--- src/rtl/spi_pkg.sv ---
// Shared types and elaboration helpers for the parametrised SPI master.
package spi_pkg;

  typedef enum logic [2:0] {
    ST_IDLE,
    ST_CS_SETUP,
    ST_SHIFT,
    ST_CS_HOLD,
    ST_CS_IDLE
  } spi_state_t;

  // SCLK idle level: bit 1 of the mode number.
  function automatic logic spi_cpol(input int mode);
    return (mode / 2) % 2 == 1;
  endfunction

  // Clock phase: bit 0 of the mode number.
  function automatic logic spi_cpha(input int mode);
    return mode % 2 == 1;
  endfunction

  // Width of the chip-select index: max(1, clog2(num_cs)).
  function automatic int cs_width(input int num_cs);
    return (num_cs <= 2) ? 1 : $clog2(num_cs);
  endfunction

  // Width of a counter that runs 0 .. n-1 (never narrower than 1 bit).
  function automatic int cnt_width(input int n);
    return (n <= 2) ? 1 : $clog2(n);
  endfunction

  function automatic int max3(input int a, input int b, input int c);
    int m;
    m = (a > b) ? a : b;
    return (m > c) ? m : c;
  endfunction

  // True when every parameter is inside its legal range.
  function automatic bit params_ok(input int data_w, input int spi_mode,
                                   input int clks_per_half_bit, input int num_cs,
                                   input int setup_clks, input int hold_clks,
                                   input int idle_clks);
    return (data_w >= 1) && (data_w <= 32) &&
           (spi_mode >= 0) && (spi_mode <= 3) &&
           (clks_per_half_bit >= 2) && (num_cs >= 1) &&
           (setup_clks >= 1) && (hold_clks >= 1) && (idle_clks >= 1);
  endfunction

endpackage

--- src/rtl/spi_sclk_gen.sv ---
// SCLK generator: while enabled, toggles SCLK every CLKS_PER_HALF_BIT cycles
// for exactly 2*DATA_W edges and flags leading/trailing/final edges one cycle
// ahead of the visible SCLK change, so the parent can act on the same edge.
module spi_sclk_gen
  import spi_pkg::*;
#(
  parameter int DATA_W            = 12,
  parameter int CLKS_PER_HALF_BIT = 2
) (
  input  logic clk,
  input  logic rst,
  input  logic enable,
  input  logic cpol,
  output logic sclk,
  output logic lead_edge,
  output logic trail_edge,
  output logic done
);

  localparam int HALF_W = cnt_width(CLKS_PER_HALF_BIT);
  localparam int EDGE_W = cnt_width(2 * DATA_W);
  localparam logic [HALF_W-1:0] HALF_LAST = HALF_W'(CLKS_PER_HALF_BIT - 1);
  localparam logic [EDGE_W-1:0] EDGE_LAST = EDGE_W'(2 * DATA_W - 1);

  logic [HALF_W-1:0] half_cnt_reg;
  logic [EDGE_W-1:0] edge_cnt_reg;
  logic              toggle_reg;
  logic              edge_stb;

  // An edge happens at the end of the last cycle of each half period.
  assign edge_stb   = enable && (half_cnt_reg == HALF_LAST);
  // Even-numbered edges leave the idle level (leading), odd ones return to it.
  assign lead_edge  = edge_stb && !edge_cnt_reg[0];
  assign trail_edge = edge_stb && edge_cnt_reg[0];
  assign done       = edge_stb && (edge_cnt_reg == EDGE_LAST);
  // SCLK is the idle level XOR a reset-to-zero toggle, so reset needs no data input.
  assign sclk       = cpol ^ toggle_reg;

  // Half-bit and edge counters; everything parks at zero while disabled.
  always_ff @(posedge clk or posedge rst) begin
    if (rst) begin
      half_cnt_reg <= '0;
      edge_cnt_reg <= '0;
      toggle_reg   <= 1'b0;
    end else if (!enable) begin
      half_cnt_reg <= '0;
      edge_cnt_reg <= '0;
      toggle_reg   <= 1'b0;
    end else if (edge_stb) begin
      half_cnt_reg <= '0;
      edge_cnt_reg <= done ? '0 : edge_cnt_reg + EDGE_W'(1);
      toggle_reg   <= ~toggle_reg;
    end else begin
      half_cnt_reg <= half_cnt_reg + HALF_W'(1);
    end
  end

endmodule

--- src/rtl/spi_master_param.sv ---
// Parametrised SPI master: accepts one word over a valid/ready handshake,
// frames it with programmable CS setup/hold/idle timing and returns the word
// received on MISO with a one-cycle valid pulse.
module spi_master_param
  import spi_pkg::*;
#(
  parameter  int DATA_W            = 12,
  parameter  int SPI_MODE          = 0,
  parameter  int CLKS_PER_HALF_BIT = 2,
  parameter  int NUM_CS            = 2,
  parameter  int CS_SETUP_CLKS     = 1,
  parameter  int CS_HOLD_CLKS      = 1,
  parameter  int CS_IDLE_CLKS      = 2,
  localparam int CS_W              = cs_width(NUM_CS)
) (
  input  logic              i_Clk,
  input  logic              i_Rst,
  input  logic [DATA_W-1:0] i_TX_Data,
  input  logic [CS_W-1:0]   i_TX_CS,
  input  logic              i_TX_DV,
  output logic              o_TX_Ready,
  output logic [DATA_W-1:0] o_RX_Data,
  output logic              o_RX_DV,
  output logic              o_Busy,
  output logic              o_SPI_Clk,
  input  logic              i_SPI_MISO,
  output logic              o_SPI_MOSI,
  output logic [NUM_CS-1:0] o_SPI_CS_n
);

  localparam logic CPOL      = spi_cpol(SPI_MODE);
  localparam logic CPHA      = spi_cpha(SPI_MODE);
  localparam int   TIMER_MAX = max3(CS_SETUP_CLKS, CS_HOLD_CLKS, CS_IDLE_CLKS);
  localparam int   TIMER_W   = cnt_width(TIMER_MAX);
  localparam logic [TIMER_W-1:0] SETUP_LAST = TIMER_W'(CS_SETUP_CLKS - 1);
  localparam logic [TIMER_W-1:0] HOLD_LAST  = TIMER_W'(CS_HOLD_CLKS - 1);
  localparam logic [TIMER_W-1:0] IDLE_LAST  = TIMER_W'(CS_IDLE_CLKS - 1);

  generate
    if (!params_ok(DATA_W, SPI_MODE, CLKS_PER_HALF_BIT, NUM_CS,
                   CS_SETUP_CLKS, CS_HOLD_CLKS, CS_IDLE_CLKS)) begin : g_param_err
      $error("spi_master_param: parameter outside its legal range");
    end
  endgenerate

  spi_state_t        state_reg, state_next;
  logic [TIMER_W-1:0] timer_reg, timer_next;
  logic [DATA_W-1:0] tx_reg, tx_next, tx_shl;
  logic [DATA_W-1:0] rx_reg, rx_next, rx_shl;
  logic [DATA_W-1:0] rx_data_reg, rx_data_next;
  logic [CS_W-1:0]   cs_idx_reg, cs_idx_next;
  logic [NUM_CS-1:0] cs_n_reg, cs_n_next;
  logic              mosi_reg, mosi_next;
  logic              rx_dv_reg, rx_dv_next;
  logic              cs_active_next;
  logic              sclk_en, lead_edge, trail_edge, sclk_done;

  assign sclk_en = (state_reg == ST_SHIFT);
  assign tx_shl  = tx_reg << 1;
  assign rx_shl  = (rx_reg << 1) | DATA_W'(i_SPI_MISO);

  spi_sclk_gen #(
    .DATA_W            (DATA_W),
    .CLKS_PER_HALF_BIT (CLKS_PER_HALF_BIT)
  ) u_sclk_gen (
    .clk        (i_Clk),
    .rst        (i_Rst),
    .enable     (sclk_en),
    .cpol       (CPOL),
    .sclk       (o_SPI_Clk),
    .lead_edge  (lead_edge),
    .trail_edge (trail_edge),
    .done       (sclk_done)
  );

  // Next-state, phase timer and shift-register updates.
  always_comb begin
    state_next   = state_reg;
    timer_next   = timer_reg;
    tx_next      = tx_reg;
    rx_next      = rx_reg;
    rx_data_next = rx_data_reg;
    cs_idx_next  = cs_idx_reg;
    mosi_next    = mosi_reg;
    rx_dv_next   = 1'b0;
    case (state_reg)
      ST_IDLE: begin
        timer_next = '0;
        if (i_TX_DV) begin
          state_next  = ST_CS_SETUP;
          tx_next     = i_TX_Data;
          cs_idx_next = i_TX_CS;
          rx_next     = '0;
          // CPHA=0 slaves sample on the first edge, so MSB must be present during setup.
          mosi_next   = CPHA ? 1'b0 : i_TX_Data[DATA_W-1];
        end
      end
      ST_CS_SETUP: begin
        if (timer_reg == SETUP_LAST) begin
          state_next = ST_SHIFT;
          timer_next = '0;
        end else begin
          timer_next = timer_reg + TIMER_W'(1);
        end
      end
      ST_SHIFT: begin
        if (lead_edge) begin
          if (CPHA) begin
            mosi_next = tx_reg[DATA_W-1];
            tx_next   = tx_shl;
          end else begin
            rx_next = rx_shl;
          end
        end
        if (trail_edge) begin
          if (CPHA) begin
            rx_next = rx_shl;
          end else if (!sclk_done) begin
            // Present the next bit; the final trailing edge has nothing left to send.
            mosi_next = tx_shl[DATA_W-1];
            tx_next   = tx_shl;
          end
        end
        if (sclk_done) begin
          state_next = ST_CS_HOLD;
          timer_next = '0;
        end
      end
      ST_CS_HOLD: begin
        if (timer_reg == HOLD_LAST) begin
          state_next   = ST_CS_IDLE;
          timer_next   = '0;
          rx_dv_next   = 1'b1;
          rx_data_next = rx_reg;
        end else begin
          timer_next = timer_reg + TIMER_W'(1);
        end
      end
      ST_CS_IDLE: begin
        if (timer_reg == IDLE_LAST) begin
          state_next = ST_IDLE;
          timer_next = '0;
        end else begin
          timer_next = timer_reg + TIMER_W'(1);
        end
      end
      default: begin
        state_next = ST_IDLE;
        timer_next = '0;
      end
    endcase
  end

  // Chip-select decode from the next state so the CS lines come straight off flops;
  // an index with no matching line leaves every CS deasserted.
  assign cs_active_next = (state_next == ST_CS_SETUP) ||
                          (state_next == ST_SHIFT)    ||
                          (state_next == ST_CS_HOLD);

  genvar gi;
  generate
    for (gi = 0; gi < NUM_CS; gi++) begin : g_cs
      assign cs_n_next[gi] = !(cs_active_next && (cs_idx_next == CS_W'(gi)));
    end
  endgenerate

  // State and datapath registers; reset aborts any transfer immediately.
  always_ff @(posedge i_Clk or posedge i_Rst) begin
    if (i_Rst) begin
      state_reg   <= ST_IDLE;
      timer_reg   <= '0;
      tx_reg      <= '0;
      rx_reg      <= '0;
      rx_data_reg <= '0;
      cs_idx_reg  <= '0;
      cs_n_reg    <= '1;
      mosi_reg    <= 1'b0;
      rx_dv_reg   <= 1'b0;
    end else begin
      state_reg   <= state_next;
      timer_reg   <= timer_next;
      tx_reg      <= tx_next;
      rx_reg      <= rx_next;
      rx_data_reg <= rx_data_next;
      cs_idx_reg  <= cs_idx_next;
      cs_n_reg    <= cs_n_next;
      mosi_reg    <= mosi_next;
      rx_dv_reg   <= rx_dv_next;
    end
  end

  assign o_TX_Ready = (state_reg == ST_IDLE);
  assign o_Busy     = (state_reg != ST_IDLE);
  assign o_RX_Data  = rx_data_reg;
  assign o_RX_DV    = rx_dv_reg;
  assign o_SPI_MOSI = mosi_reg;
  assign o_SPI_CS_n = cs_n_reg;

endmodule

--- config.mk ---
export PLATFORM = sky130hd
export DESIGN_NAME = spi_master_param
export DESIGN_NICKNAME = d
export VERILOG_FILES = /design/src/rtl/spi_pkg.sv /design/src/rtl/spi_sclk_gen.sv /design/src/rtl/spi_master_param.sv
export SDC_FILE = /design/constraint.sdc
export NUM_CORES = 1
export LEC_CHECK = 0
export CAP_MARGIN = 20
export CORE_UTILIZATION = 27
export CTS_BUF_LIST = sky130_fd_sc_hd__clkbuf_4
export DETAILED_ROUTE_END_ITERATION = 8
export DONT_BUFFER_PORTS = 1
export PLACE_DENSITY = 0.36
export SLEW_MARGIN = 20
export SYNTH_ARGS = -nofsm -noshare
export SYNTH_HDL_FRONTEND = slang
export SYNTH_SLANG_ARGS = --single-unit
--- constraint.sdc ---
create_clock -name i_Clk -period 2.32 [get_ports i_Clk]
set_input_delay 0.348 -clock i_Clk [delete_from_list [all_inputs] [get_ports i_Clk]]
set_output_delay 0.348 -clock i_Clk [all_outputs]
set_load 0.005 [all_outputs]
# Word-level counts from Yosys, hierarchy flattened
# Index checks and enable logic that the tools add are counted.
word_totals:
  regBits: 51
  out_inout_bits: 19
  elab_cells: 83
op_classes:
  n_addsub: 3
  n_eq_ne: 14
  muxes: 32
  n_bitwise: 4
  reduce_logical: 18
op_table:
  columns: ["operator", "n"]
  rows:
  - ["2-to-1 mux 11 bit", 3]
  - ["2-to-1 mux 12 bit", 2]
  - ["case mux 12 bit (2 select lines)", 1]
  - ["case mux 11 bit (2 select lines)", 1]
  - ["2-to-1 mux 3 bit", 5]
  - ["2-to-1 mux 5 bit", 3]
  - ["case mux 3 bit (5 select lines)", 1]
  - ["2-to-1 mux 1 bit", 14]
  - ["equality test 3 x 2 -> 1 bit (second input constant)", 4]
  - ["inequality test 2 bit (second input constant)", 6]
  - ["bitwise OR 12 x 1 -> 12 bit", 1]
  - ["equality test 3 x 1 -> 1 bit (second input constant)", 2]
  - ["logical AND 1 bit", 6]
  - ["adder 5 x 1 -> 5 bit (second input constant)", 1]
  - ["equality test 5 bit (second input constant)", 1]
  - ["AND reduction 4 bit", 1]
  - ["equality test 3 bit (second input constant)", 1]
  - ["zero test 1 bit", 3]
  - ["zero test 3 bit", 1]
  - ["NOT 1 bit", 3]
  - ["case mux 1 bit (3 select lines)", 1]
  - ["AND reduction 3 bit", 1]
  - ["nonzero test 3 bit", 1]
  - ["adder 1 bit (second input constant)", 2]
  - ["other kinds (5)", 6]

# Depth between registers and ports, before layout
logic_depth:
  depth_word: 10
  mapped_depth: 7
  ltp_nobuf: 5

# Hierarchy
# Synthesis repeated with hierarchy kept, for this count alone.
hier_totals:
  hier_cells: 190
  hier_area_um2: 2371.0
by_module_without_submodules:
  columns: ["module", "n_inst", "cells_each", "area_each_um2", "seq_area_each_um2"]
  rows:
  - ["spi_master_param", 1, 155, 1991.9, 1103.6]
  - ["spi_sclk_gen", 1, 35, 379.1, 175.2]

# Least setup slack after synthesis
# No wires, ideal clock.
synth_timing:
  path_type: "reg2reg"
  from: "reg u_sclk_gen.edge_cnt_reg[0]"
  to: "reg tx_reg[1]"
  arrival_ps: 1602
  path_slack_ps: 581
  stages_incl_launch_ff: 8
  n_path_buf: 2
  synth_period_minus_slack_ps: 1739
  path_cell_list: "dfrtp_1 > ha_1 > and4b_1 > clkbuf_1 > buf_2 > or3_1 > o21ai_0 > a21oi_1"
synth_via:
  elab_chain_len: 4
  elab_cells_between_ends: 6
  classes_between: "eq/ne (3); reduce/logical (3)"
synth_lines:
  columns: ["element", "line_no", "source"]
  rows:
  - ["start, declared", "spi_sclk_gen.sv:26", "logic [EDGE_W-1:0] edge_cnt_reg;"]
  - ["start signal, assigned", "spi_sclk_gen.sv:51", "edge_cnt_reg <= done ? '0 : edge_cnt_reg + EDGE_W'(1);"]
  - ["equality test 5 bit", "spi_sclk_gen.sv:35", "assign done = edge_stb && (edge_cnt_reg == EDGE_LAST);"]
  - ["logical AND 1 bit", "spi_sclk_gen.sv:35", null]
  - ["inequality test 2 bit (no source line)", null, null]
  - ["AND reduction 4 bit (no source line) *", null, null]
  - ["end signal, assigned", "spi_master_param.sv:182", "tx_reg <= tx_next;"]
  - ["end, declared", "spi_master_param.sv:48", "logic [DATA_W-1:0] tx_reg, tx_next, tx_shl;"]
# Mark *: on every way between the ends. The rest lies on a longest branch, timed or not.
# A chain may end at the register's enable or synchronous reset.

# Worst setup path in the final report
layout_timing:
  from: "reg u_sclk_gen.edge_cnt_reg[0]"
  to: "reg tx_reg[5]"
# The elaborated chain is that of the path after synthesis.

==> results_dict.tcl <==
set metrics [dict create \
    wire_per_inst_um 14.4 \
    min_path_type "input pin to register" \
    area_delta_synth_final_pct 6.70 \
    coreArea_mm2 0.00818 \
    clk_latency_ps 370 \
    initial_core_util_pct 27.9 \
    clkSinkCount 51 \
    path_max_fanout 18 \
    setup_viol 0 \
    dp_hpwl_um 3130 \
    drv_cap 0 \
    post_cts_resize_count 0 \
    fin_nets 233 \
    tns_ps 0 \
    synthMuxAreaShare_pct 7.03 \
    path_clk_slew_ps 140 \
    placed_area_mm2 0.00236 \
    layout.cells.most_common "dfrtp_1" \
    synthArstFlopShare_pct 100 \
    synth_fa_ha_area_share_pct 0.549 \
    io_pins 36 \
    wirelength_um 4630 \
    place_congestion 0.745 \
    ys_ff_latch 51 \
    synth_flop_cell "dfrtp_1" \
    ys_seq_area_share_pct 56.1 \
    synth-simple-area-share_pct 16.6 \
    synthCells 220 \
    fmax_ghz 0.513 \
    ant_nets 0 \
    h-tree-depth 2 \
    grt_setup_unrepaired "false" \
    synth_cell_type_count 39 \
    synth_area_mm2 0.00228 \
    tightestPinTransition_ps 645 \
    port-buffer-count 0 \
    relSlewSlack_pct 56.9 \
    firstDrtPassIters 4 \
    synth_warnings 0 \
    p_per_area_mw_per_mm2 566 \
    status "finished, final reports clean" \
    drv_slew 0 \
    fp.dieW_um 93.9 \
    cp.required_ps 2610 \
    worstPathArrival_ps 2240 \
    antenna_found_initial 0 \
    r2r-start "u_sclk_gen.edge_cnt_reg[0]$_DFFE_PP0P_" \
    grt_max_degree 30 \
    vias_per_cell 4.84 \
    grt_pass1_vias 1573 \
    p_leak_nw 1.06 \
    peakVddDrop_mv 0.189 \
    dieArea_mm2 0.00881 \
    cts_tree "built" \
    synth-xor-area-share_pct 1.15 \
    min_period_ps 1950 \
    hp-start "i_SPI_MISO" \
    synth_edf_count 0 \
    postLayoutCellArea_mm2 0.00243 \
    finalCritPeriodShare_pct 84.0 \
    layout_common_cells "dfrtp_1, nand2_1, o21ai_0, a21oi_1" \
    die_h_um 93.9 \
    rows 33 \
    multi_input_area_um2 892 \
    startpoint "u_sclk_gen.edge_cnt_reg[0]$_DFFE_PP0P_" \
    overflow 0 \
    regArea_mm2 0.00128 \
    grt.total_usage_pct 11.8 \
    numCtsBuffers 5 \
    synth.avg_cell_area_um2 10.4 \
    nFillCells 858 \
    final_layout_size_suffix_gt1_share_pct 14.4 \
    critical_path_class "register to register" \
    cts_max_path_buffers 2 \
    grt_pass1_wl_um 8030 \
    drt-initial-drc-count 115 \
    synth-compound-area-share_pct 13.8 \
    fin_skew_ps 17.2 \
    diodes 0 \
    drc 0 \
    end_kind "register" \
    start_kind "register" \
    cts_root_buf "clkbuf_4" \
    syn_nets 238 \
    hold_violations 0 \
    synth_top_family_by_area "simple AND/OR/NAND/NOR gates" \
    r2r_slack_ps 370 \
    vias 1554 \
]
## repair_timing
item	in CTS	in global routing
hold buffers	1	0
setup buffers	0	0
endpoints found under the hold margin	26	0
## cell families after synthesis
group,after synthesis
buf+inv,21
mux,14
flops,51
xor+xnor,3
fa+ha+maj,1
simple gates,74
compound gates,56
## through the flow
stage | hold WS (ps) | setup WS (ps) | cells | total power, W | util (%)
floorplan | 444 | 581 | 220 | 0.000960 | -
global placement | 352 | 455 | 312 | 0.000974 | 28.9
detailed placement | 367 | 397 | 312 | 0.000976 | 28.9
CTS | 110 | 360 | 321 | 0.00141 | 29.7
global route | 102 | 182 | 321 | 0.00144 | 29.7
finish | 133 | 371 | 321 | 0.00138 | 29.7
## worst max-delay path, stage by stage (launching register included)
cell,delay [ps]
dfrtp_1,470
ha_1,260
and4b_1,370
o21ai_2,490
o22ai_1,160
a21oi_1,140
## path summary, 6_finish.rpt
path	end	depth (start not counted)
max	tx_reg[5]$_DFFE_PP0P_	5
min	rx_reg[0]$_DFFE_PP0P_	2
max reg2reg	tx_reg[5]$_DFFE_PP0P_	5
min reg2reg	rx_reg[11]$_DFFE_PP0P_	2
max in group asynchronous	tx_reg[6]$_DFFE_PP0P_	3
min in group asynchronous	o_RX_Data[5]$_DFFE_PP0P_	2
## synthesized netlist by cell type, drive strengths merged, types with 3 or more instances
cell	n	area (um2)
inv	3	11.3
nor2	12	45.0
clkbuf	9	33.8
buf	9	62.6
o22ai	11	68.8
nor2b	3	18.8
a21oi	14	70.1
dfrtp	49	1230
and2	3	18.8
or3	12	75.1
nand2	30	113
mux2	13	150
o21ai	26	134
## layout make-up
cell class	instances	share of cell area, %
clock buffers	6	1.85
clock inverters	2	0.515
inverters	3	0.463
multi-input cells	148	36.7
flip-flops and latches	51	52.6
well taps	105	5.40
repair buffers	6	2.47
## report_power, final
| group | internal [W] | switching (W) | leakage (nW) |
|---|---|---|---|
| logic | 0.0000180 | 0.0000262 | 0.355 |
| registers | 0.000905 | 0.00000930 | 0.673 |
| clock network | 0.000130 | 0.000287 | 0.0333 |
| total | 0.00105 | 0.000323 | 1.06 |
## per-layer routing
metal / track usage (%) / wire, um
met1: 15.0 / 2180
met2: 18.7 / 2130
met3: 4.05 / 258
met4: 4.10 / 64
met5: 0 / 0
Power figures use the tool's default switching activity.
